`config.mk`:
```
export PLATFORM = sky130hd
export DESIGN_NAME = secure_reg_reader_flat
export DESIGN_NICKNAME = d
export VERILOG_FILES = /design/src/rtl/secure_reg_pkg.sv /design/src/rtl/secure_reg_reader_if.sv /design/src/rtl/secure_acl_table.sv /design/src/rtl/secure_reg_reader.sv /design/src/flat_wrapper.sv
export SDC_FILE = /design/constraint.sdc
export NUM_CORES = 1
export LEC_CHECK = 0
export CAP_MARGIN = 20
export CORE_MARGIN = 1.5
export CORE_UTILIZATION = 40
export CTS_BUF_LIST = sky130_fd_sc_hd__clkbuf_16
export DETAILED_ROUTE_END_ITERATION = 6
export HOLD_SLACK_MARGIN = 0.08
export PLACE_DENSITY = 0.71
export REMOVE_ABC_BUFFERS = 1
export SETUP_SLACK_MARGIN = 0.4
export SLEW_MARGIN = 40
export SYNTH_ARGS = -nofsm -noshare
export SYNTH_HDL_FRONTEND = slang
export SYNTH_SLANG_ARGS = --single-unit
```
`constraint.sdc`:
```
create_clock -name clk -period 8.13 [get_ports clk]
set_clock_uncertainty 0.1 [all_clocks]
set_input_delay 0.813 -clock clk [delete_from_list [all_inputs] [get_ports clk]]
set_output_delay 0.813 -clock clk [all_outputs]
set_load 0.02 [all_outputs]
```
`src/rtl/secure_reg_pkg.sv`:
```
// Shared types and defaults for the secure register reader.
package secure_reg_pkg;

  localparam int DATA_W         = 8;
  localparam int ADDR_W         = 3;
  localparam int UID_W          = 3;
  localparam int DEFAULT_RD_UID = 4;

  // Reset value of every ACL entry: only DEFAULT_RD_UID may read.
  localparam logic [2**UID_W-1:0] ACL_RST_MASK = (2**UID_W)'(1) << DEFAULT_RD_UID;

  localparam logic [7:0] DENY_MAX = 8'hFF;

  typedef enum logic [1:0] {
    ST_IDLE,
    ST_CHECK,
    ST_READ,
    ST_RESP
  } state_e;

endpackage

```
`src/rtl/secure_reg_reader_if.sv`:
```
// Request/response bus between a requester (master) and the secure reader (slave).
interface secure_reg_reader_if
  import secure_reg_pkg::*;
#(
  parameter int DW = DATA_W,
  parameter int AW = ADDR_W,
  parameter int UW = UID_W
);
  logic          req_valid;
  logic          req_ready;
  logic [AW-1:0] req_addr;
  logic [UW-1:0] req_uid;
  logic          rsp_valid;
  logic          rsp_ready;
  logic [DW-1:0] rsp_data;
  logic          rsp_err;

  modport master (
    output req_valid, req_addr, req_uid, rsp_ready,
    input  req_ready, rsp_valid, rsp_data, rsp_err
  );

  modport slave (
    input  req_valid, req_addr, req_uid, rsp_ready,
    output req_ready, rsp_valid, rsp_data, rsp_err
  );
endinterface

```
`src/rtl/secure_acl_table.sv`:
```
// Per-register access-control list with a sticky write lock.
// Lookup is combinational on the current contents, so a write landing on the
// same edge as a check never influences that check.
module secure_acl_table
  import secure_reg_pkg::*;
#(
  parameter int                   AW       = ADDR_W,
  parameter int                   UW       = UID_W,
  parameter logic [2**UW-1:0]     RST_MASK = ACL_RST_MASK
) (
  input  logic             clk,
  input  logic             rst,
  input  logic             wr_en,
  input  logic [AW-1:0]    wr_addr,
  input  logic [2**UW-1:0] wr_mask,
  input  logic             lock_req,
  input  logic [AW-1:0]    lookup_addr,
  input  logic [UW-1:0]    lookup_uid,
  output logic             grant
);
  logic [2**UW-1:0] acl [2**AW];
  logic             locked;

  // ACL storage and lock bit; a write in the same cycle as the lock pulse is dropped.
  // NOTE: the table is tiny and security-relevant, so every entry is reset; a large RAM would not be.
  always_ff @(posedge clk or posedge rst) begin
    if (rst) begin
      for (int i = 0; i < 2**AW; i++) acl[i] <= RST_MASK;
      locked <= 1'b0;
    end else begin
      if (lock_req) locked <= 1'b1;
      if (wr_en && !locked && !lock_req) acl[wr_addr] <= wr_mask;
    end
  end

  assign grant = acl[lookup_addr][lookup_uid];

endmodule

```
`src/rtl/secure_reg_reader.sv`:
```
// ACL-gated read front end for the protected register bank.
// Accept -> CHECK (grant lookup) -> READ (bank strobe, data capture) -> RESP.
// rsp_valid rises one cycle after entering RESP: 3 cycles after accept when
// granted, 2 when denied. Optional macro CONST_TIME_RSP_EN routes denials
// through READ too (no bank strobe, zero data) so both paths take 3 cycles.
module secure_reg_reader
  import secure_reg_pkg::*;
#(
  parameter int DW      = DATA_W,
  parameter int AW      = ADDR_W,
  parameter int UW      = UID_W,
  parameter int RD_UID  = DEFAULT_RD_UID
) (
  input  logic                clk,
  input  logic                rst,
  secure_reg_reader_if.slave  bus,
  output logic                reg_rd_en,
  output logic [AW-1:0]       reg_rd_addr,
  input  logic [DW-1:0]       reg_rd_data,
  input  logic                acl_wr_en,
  input  logic [AW-1:0]       acl_wr_addr,
  input  logic [2**UW-1:0]    acl_wr_mask,
  input  logic                acl_lock,
  output logic [7:0]          deny_cnt
);
  localparam int MW = 2**UW;

  state_e        state;
  logic [AW-1:0] lat_addr;
  logic [UW-1:0] lat_uid;
  logic          granted;
  logic          grant;

  secure_acl_table #(
    .AW       (AW),
    .UW       (UW),
    .RST_MASK (MW'(1) << RD_UID)
  ) u_acl (
    .clk         (clk),
    .rst         (rst),
    .wr_en       (acl_wr_en),
    .wr_addr     (acl_wr_addr),
    .wr_mask     (acl_wr_mask),
    .lock_req    (acl_lock),
    .lookup_addr (lat_addr),
    .lookup_uid  (lat_uid),
    .grant       (grant)
  );

  // Request FSM with registered handshake, bank strobe, response and deny counter.
  // NOTE: non-blocking assignments throughout so every branch sees pre-edge values.
  always_ff @(posedge clk or posedge rst) begin
    if (rst) begin
      state         <= ST_IDLE;
      lat_addr      <= '0;
      lat_uid       <= '0;
      granted       <= 1'b0;
      bus.req_ready <= 1'b1;
      bus.rsp_valid <= 1'b0;
      bus.rsp_data  <= '0;
      bus.rsp_err   <= 1'b0;
      reg_rd_en     <= 1'b0;
      reg_rd_addr   <= '0;
      deny_cnt      <= '0;
    end else begin
      reg_rd_en <= 1'b0;
      case (state)
        ST_IDLE: begin
          if (bus.req_valid && bus.req_ready) begin
            lat_addr      <= bus.req_addr;
            lat_uid       <= bus.req_uid;
            bus.req_ready <= 1'b0;
            state         <= ST_CHECK;
          end
        end
        ST_CHECK: begin
          granted <= grant;
          if (grant) begin
            reg_rd_en   <= 1'b1;
            reg_rd_addr <= lat_addr;
            state       <= ST_READ;
          end else begin
            bus.rsp_data <= '0;
            bus.rsp_err  <= 1'b1;
            if (deny_cnt != DENY_MAX) deny_cnt <= deny_cnt + 8'd1;
`ifdef CONST_TIME_RSP_EN
            state <= ST_READ;
`else
            state <= ST_RESP;
`endif
          end
        end
        ST_READ: begin
          if (granted) begin
            bus.rsp_data <= reg_rd_data;
            bus.rsp_err  <= 1'b0;
          end else begin
            bus.rsp_data <= '0;
          end
          state <= ST_RESP;
        end
        ST_RESP: begin
          if (!bus.rsp_valid) begin
            bus.rsp_valid <= 1'b1;
          end else if (bus.rsp_ready) begin
            bus.rsp_valid <= 1'b0;
            bus.rsp_data  <= '0;
            bus.rsp_err   <= 1'b0;
            bus.req_ready <= 1'b1;
            state         <= ST_IDLE;
          end
        end
        default: state <= ST_IDLE;
      endcase
    end
  end

endmodule

```
`src/flat_wrapper.sv`:
```
// flat-port wrapper written by rule: the top's interface ports become plain ports
module secure_reg_reader_flat import secure_reg_pkg::*;
#(
  parameter int DW      = DATA_W,
  parameter int AW      = ADDR_W,
  parameter int UW      = UID_W,
  parameter int RD_UID  = DEFAULT_RD_UID
)
  (clk, rst, reg_rd_en, reg_rd_addr, reg_rd_data, acl_wr_en, acl_wr_addr, acl_wr_mask, acl_lock, deny_cnt, bus_req_valid, bus_req_addr, bus_req_uid, bus_rsp_ready, bus_req_ready, bus_rsp_valid, bus_rsp_data, bus_rsp_err);
  secure_reg_reader_if #(.DW(DW), .AW(AW), .UW(UW)) bus_i ();
  input  logic clk;
  input  logic rst;
  output logic reg_rd_en;
  output logic [AW-1:0] reg_rd_addr;
  input  logic [DW-1:0] reg_rd_data;
  input  logic acl_wr_en;
  input  logic [AW-1:0] acl_wr_addr;
  input  logic [2**UW-1:0] acl_wr_mask;
  input  logic acl_lock;
  output logic [7:0] deny_cnt;
  input wire logic [$bits(bus_i.req_valid)-1:0] bus_req_valid;
  input wire logic [$bits(bus_i.req_addr)-1:0] bus_req_addr;
  input wire logic [$bits(bus_i.req_uid)-1:0] bus_req_uid;
  input wire logic [$bits(bus_i.rsp_ready)-1:0] bus_rsp_ready;
  output wire logic [$bits(bus_i.req_ready)-1:0] bus_req_ready;
  output wire logic [$bits(bus_i.rsp_valid)-1:0] bus_rsp_valid;
  output wire logic [$bits(bus_i.rsp_data)-1:0] bus_rsp_data;
  output wire logic [$bits(bus_i.rsp_err)-1:0] bus_rsp_err;
  assign bus_i.req_valid = bus_req_valid;
  assign bus_i.req_addr = bus_req_addr;
  assign bus_i.req_uid = bus_req_uid;
  assign bus_i.rsp_ready = bus_rsp_ready;
  assign bus_req_ready = bus_i.req_ready;
  assign bus_rsp_valid = bus_i.rsp_valid;
  assign bus_rsp_data = bus_i.rsp_data;
  assign bus_rsp_err = bus_i.rsp_err;
  secure_reg_reader #(.DW(DW), .AW(AW), .UW(UW), .RD_UID(RD_UID)) u_core (.clk(clk), .rst(rst), .bus(bus_i), .reg_rd_en(reg_rd_en), .reg_rd_addr(reg_rd_addr), .reg_rd_data(reg_rd_data), .acl_wr_en(acl_wr_en), .acl_wr_addr(acl_wr_addr), .acl_wr_mask(acl_wr_mask), .acl_lock(acl_lock), .deny_cnt(deny_cnt));
endmodule
```
# == Yosys cells after proc, flatten, opt, wreduce, memory -nomap -nowiden ==
# Index checks and enable logic that the tools add are counted.
# op_classes
n_addsub,1
multipliers,0
div,0
magnitude_cmp,4
n_eq_ne,9
n_shift,0
mux,31
n_bitwise,3
n_reduce_logical,16
# op_table
cell,n
64-bit bitwise mux,1
8-bit two-way mux,7
8-bit binary-select mux with 3-bit select,1
8-bit demux with 3-bit select,1
8-bit case mux with 3 select lines,1
1-bit two-way mux,13
"8-bit by 1-bit adder with 8-bit output, second input constant",1
"4-bit >= comparator, second input constant",2
"8-bit inequality test, second input constant",1
3-bit NOT with 4-bit output,2
2-bit case mux with 4 select lines,1
4-bit AND reduction,2
2-bit two-way mux,3
"2-bit by 1-bit inequality test with 1-bit output, second input constant",3
3-bit AND reduction,2
5-bit AND reduction,1
"2-bit == test, second input constant",2
1-bit logical AND,4
"3-bit by 4-bit < comparator with 1-bit output, second input constant",1
"4-bit by 1-bit < comparator with 1-bit output, second input constant",1
"2-bit inequality test, second input constant",2
2-bit AND reduction,2
1-bit binary-select mux with 3-bit select,1
1-bit case mux with 3 select lines,1
7 further kinds,8
# word_totals
register_bits,97
latch_bits,0
ramBits,0
rom_bits,0
wordCells,84
n_memories,0

# == Logic depth before layout (Yosys ltp) ==
# depth
ltp_word,8
ltp_mapped,10

# == Modules after synthesis ==
# A second synthesis with hierarchy kept.
# unflattened
cells_unflattened,318
hier_area_um2,4548.1
# modules_own_cells
mod,instances,cells_each,area_each_um2
secure_acl_table,1,189,3042.9
secure_reg_reader,1,129,1505.2

# == Least setup slack after synthesis ==
# OpenSTA, ideal clock, no wires.
# synth_path
path_type,register to register
start,register u_core.lat_addr[1]
end,register u_core.bus.rsp_data[0]
setup_ps,125
arrival_time_ps,2113
t_required_ps,7905
path_slack_ps,5792
stages_incl_launch_ff,9
n_path_buf,1
period_less_slack_ps,2338
cell_sequence,dfrtp_1 nor2_1 a22oi_1 a211oi_2 nor4_2 a22oi_2 and2_1 buf_6 mux2_4
# synth_between
elab_chain_cells,8
# synth_rtl
item,line,source
from (decl),secure_reg_reader.sv:29,logic [AW-1:0] lat_addr;
from (signal assigned),secure_reg_reader.sv:70,lat_addr <= bus.req_addr;
3-bit NOT with 4-bit output (implied by the code),secure_acl_table.sv:36,assign grant = acl[lookup_addr][lookup_uid];
8-bit binary-select mux with 3-bit select,secure_acl_table.sv:36,
8-bit two-way mux (implied by the code) (2 in a row),secure_acl_table.sv:36,
1-bit binary-select mux with 3-bit select,secure_acl_table.sv:36,
1-bit two-way mux (implied by the code),secure_acl_table.sv:36,
2-bit inequality test (no line),-,
4-bit AND reduction (no line),-,
to (signal assigned),secure_reg_reader.sv:95,bus.rsp_data <= reg_rd_data;
to (decl),secure_reg_reader_if.sv:25,"output req_ready, rsp_valid, rsp_data, rsp_err"
# No other way between the ends. The select of a mux whose other input is x is not followed.
# A chain may end at the register's enable or synchronous reset.

# == Worst setup path in the final report ==
# layout_path
start,register u_core.lat_addr[0]
end,register u_core.bus.rsp_data[7]
# The elaborated chain is that of the path after synthesis.

==> results <==
- The standard cell area after detailed placement is 5190 sq um.
- Dividing the synthesized area by the synthesized cell count gives 13.7 sq um.
- The maximum fanout count along the critical path is 34.
- For this configuration, the core starts out at a cell density of 41.4%.
- The run finished with clean final reports.
- In the post-synthesis netlist, the biggest area contributors are dfrtp_1 48%, mux2_2 18%, mux2i_1 7.0%.
- Static timing analysis puts the maximum clock frequency at 0.318 GHz.
- Entering global routing, the biggest net connects 88 pins.
- Setup total negative slack on the finished layout was measured at 0 ns.
- The source of the worst hold timing path is u_core.u_acl.locked.
- Cell internal power was estimated by the tool at 1.14 mW.
- The capturing element type of the critical path is a flip-flop.
- After detailed routing, the number of remaining DRC violations is 0.
- For this run, the detailed router's first-pass iteration total came to 4.
- Headroom to the max-slew limit came out at 55.0%.
- At the worst endpoint, the arrival time is 3.27 ns.
- In this run the horizontal extent of the chip is 110 microns.
- The average detailed-routed wire length per instance is 17.8 microns.
- The largest total area in the synthesized netlist belongs to dfrtp_1.
- The met1 track demand over resource in global routing is 23.4%.
- The H-tree generated during clock tree synthesis spans 3 levels.
- Setup violations remaining at the end of the flow were counted as 0.
- The final setup slack of the worst path is 4.98 ns.
- The maximum clock insertion buffer count is 2.
- For this design the static power due to leakage is 2.60 nW.
- The number of global-route vias before repair is 2986.
- For this run the aggregate overflow at the end of global routing stands at 0.
- The number of sinks handled by clock tree synthesis is 97.
- The pin slew with the least headroom to its limit is 0.675 ns.
- Setup repair after global routing left no endpoint under its margin.
- Hold timing on the final database bottoms out at a slack of 0.357 ns.
- Global routing consumed, over all layers together, 17.7% of the routing resources.
- Measured in cells, the most critical reg-to-reg path has a length of 8.
- The beginning of the worst register-to-register path is u_core.lat_addr[0].
- The critical path launch point type is a flip-flop.
- The post-placement worst setup slack is 4.95 ns.
- The final hold violation count is 0.
- 54 I/O pins were placed.
- The final layout contains 422 nets.
- After floorplanning, the core was divided into 38 placement rows.
- The area added between synthesis and finish is 20.8%.
- The worst setup slack for register-to-register paths is 4.98 ns.
- The number of max-slew violations in the final report is 0.
- The most used routing layer in global routing is met2.
- The most common library cell in the layout ignoring fill and taps is dfrtp_1.
- The placeable core region is 11000 sq um.
- The switching power of the nets is 0.579 mW.
- Once the clock tree was built, the resizer swapped 0 gates to a different size.
- The required time at the worst-slack endpoint is 8.26 ns.
- The share of layout cells above drive strength 1 is 29.2%.
- Registers are responsible for 37.3% of the overall power.
- For this design, the CTS-stage hold fixing added 0 buffers.
- The power density of the placed cells is 313 nW/um^2.
- The cell count after synthesis came out at 331.
- The clock share of power is 25.5%.
- The synthesized netlist occupies a cell area of 4550 sq um.
- The cell at the root of the clock tree is clkbuf_16.
- The initial detailed-routing violation count is 135.
- The count of port buffers added during placement is 53.
- Of the post-synthesis cell area, the dominant cell type holds 48.4%.
- The clock insertion delay at the later pin of the skew report is 0.34 ns.
- The number of post-CTS setup repair buffers is 0.
- After synthesis the netlist holds a flip-flop and latch count of 97.
- The clock transition at the registers of the reported paths is 0.06 ns.
- The total via count after detailed routing is 2845.
- The critical path in this run is classified as reg -> reg.
- Leaving out fill and tap cells, the most frequent cells in the layout are 88 x dfrtp_1, 74 x mux2_2, 53 x clkdlybuf4s50_1.
- In this run the critical register-to-register path is captured at u_core.bus.rsp_data[7].
- Synthesis instantiated 38 different standard cells from the library.
- For hold timing, the worst endpoint is u_core.u_acl.locked.
- The worst hold path was traced through 2 stages.
- The design draws 1.72 mW.
- The final critical-path required period is 3.15 ns.
- In this run the worst setup path begins at u_core.lat_addr[0].
- Across the VDD grid, the largest voltage drop is 150 uV.
- In this run the remaining antenna-violating nets after routing total 0.
- The worst hold path belongs to the class reg -> reg.
- The area of the die is 12000 sq um.
- The switching share of power is 33.6%.
- The routed design has 9.44 mm of wire.
- TritonCTS built the clock tree.
- The wire length of the first global-routing pass is 15.7 mm.
- The synthesis warning total is 0.
- The floorplan step set the die height to 110 microns.
- The number of antenna violations at the first check in global routing is 0.
- In the routed layout, each cell is associated on average with a via count of 5.36.
- The estimated wirelength of the detail-placed design is 6.45 mm.
- The number of buffers added by the clock tree synthesis step is 9.
- Per report_power, the combinational group accounts for 37.2% of the total.
- Of the synthesized area, sequential elements account for 53.6%.
- The final period utilization is 38.7%.
- 0 antenna diodes ended up in the layout.
- The final weighted congestion of routability-driven global placement is 0.828.
- The global-route track usage on met3 is 2.73%.
- The reported max-cap violation count is 0.
- After routing the design area is 5500 sq um.
- The global routing usage on met2 is 27.8%.
critical path: stages, from the launching register on:
cell and delay [ns]:
dfrtp_1 0.32, buf_4 0.47, mux2i_1 0.37, a22oi_1 0.14, a21oi_1 0.28, nor4_2 0.07
a22oi_2 0.38, and2_1 0.52, mux2_4 0.34
cell families after synthesis:
logic type | share of synthesized area [%]
adders and majority gates | 1.37
AOI/OAI and AO/OA | 6.76
buffers and inverters | 2.42
xor gates and xnor gates | 1.35
muxes | 28.2
DFF | 53.6
and+or+nand+nor | 6.27
through the flow:
stage	cells	utilization (%)
2_1_floorplan	320	-
3_3_place_gp	515	47.2
3_5_place_dp	515	47.2
4_1_cts	531	50.0
5_1_grt	531	50.0
6_report	531	50.0
cell usage after synthesis:
cell      instances
dfrtp_1          88
mux2_2           74
mux2i_1          32
a22oi_1          16
and3_1           13
nand2_1          11
dfstp_2           9
mux2_4            8
a21oi_1           7
inv_1             6
nor2_1            6
xnor2_1           6
ha_1              5
nand4_1           5
nor2b_1           5
o21ai_0           4
buf_6             3
clkbuf_1          3
clkbuf_2          3
nand2b_1          3
a211oi_2          2
a31oi_1           2
and2_1            2
nand3_1           2
nor4_2            2
o41ai_2           2
a21boi_0          1
a21o_1            1
a22o_1            1
a22oi_2           1
a32oi_2           1
and2_0            1
buf_12            1
buf_4             1
mux2_1            1
nor3_1            1
o211a_1           1
xor2_1            1
sequential cells by signal, summed over array words and instances (netlist names):
| name | cells |
|---|---|
| u_core.bus.req_ready | 1 |
| u_core.u_acl.acl | 64 |
| u_core.state | 2 |
| u_core.u_acl.locked | 1 |
| u_core.reg_rd_en | 1 |
| u_core.lat_addr | 3 |
| u_core.bus.rsp_data | 8 |
| u_core.bus.rsp_err | 1 |
| u_core.reg_rd_addr | 3 |
| u_core.granted | 1 |
| u_core.bus.rsp_valid | 1 |
| u_core.lat_uid | 3 |
| u_core.deny_cnt | 8 |
how the worst max path moves through the flow:
| stage | endpoint | slack [ns] | depth (start not counted) |
|---|---|---|---|
| floorplan | u_core.bus.rsp_data[0] | 4.70 | 1 |
| global placement | u_core.bus.rsp_data[2] | 5.05 | 8 |
| detailed placement | u_core.bus.rsp_data[1] | 4.95 | 8 |
| CTS | u_core.bus.rsp_data[7] | 4.95 | 8 |
| global route | u_core.bus.rsp_data[5] | 4.76 | 8 |
| finish | u_core.bus.rsp_data[7] | 4.98 | 8 |
power groups by stage:
stage / clock network [mW] / registers (mW) / logic, mW
3_3_place_gp: 0 / 0.646 / 0.627
3_5_place_dp: 0 / 0.648 / 0.643
2_1_floorplan: 0 / 0.716 / 0.360
4_1_cts: 0.444 / 0.642 / 0.645
6_report: 0.439 / 0.642 / 0.639
5_1_grt: 0.468 / 0.655 / 0.694
layout make-up:
| type | instances | area, sq um |
|---|---|---|
| sequential | 97 | 2440 |
| fill | 929 | 5490 |
| multi-input combinational | 217 | 2000 |
| timing repair buffer | 55 | 552 |
| tap | 140 | 175 |
| clock inverter | 7 | 80.1 |
| inverter | 6 | 23.8 |
| clock buffer | 9 | 225 |
per-layer routing:
layer | vias to the layer above | routed length [microns]
li1 | 1320 | -
met1 | 1452 | 4240
met2 | 56 | 4660
met3 | 17 | 278
met4 | 0 | 268
met5 | - | 0
(Power assumes the default switching activity.)
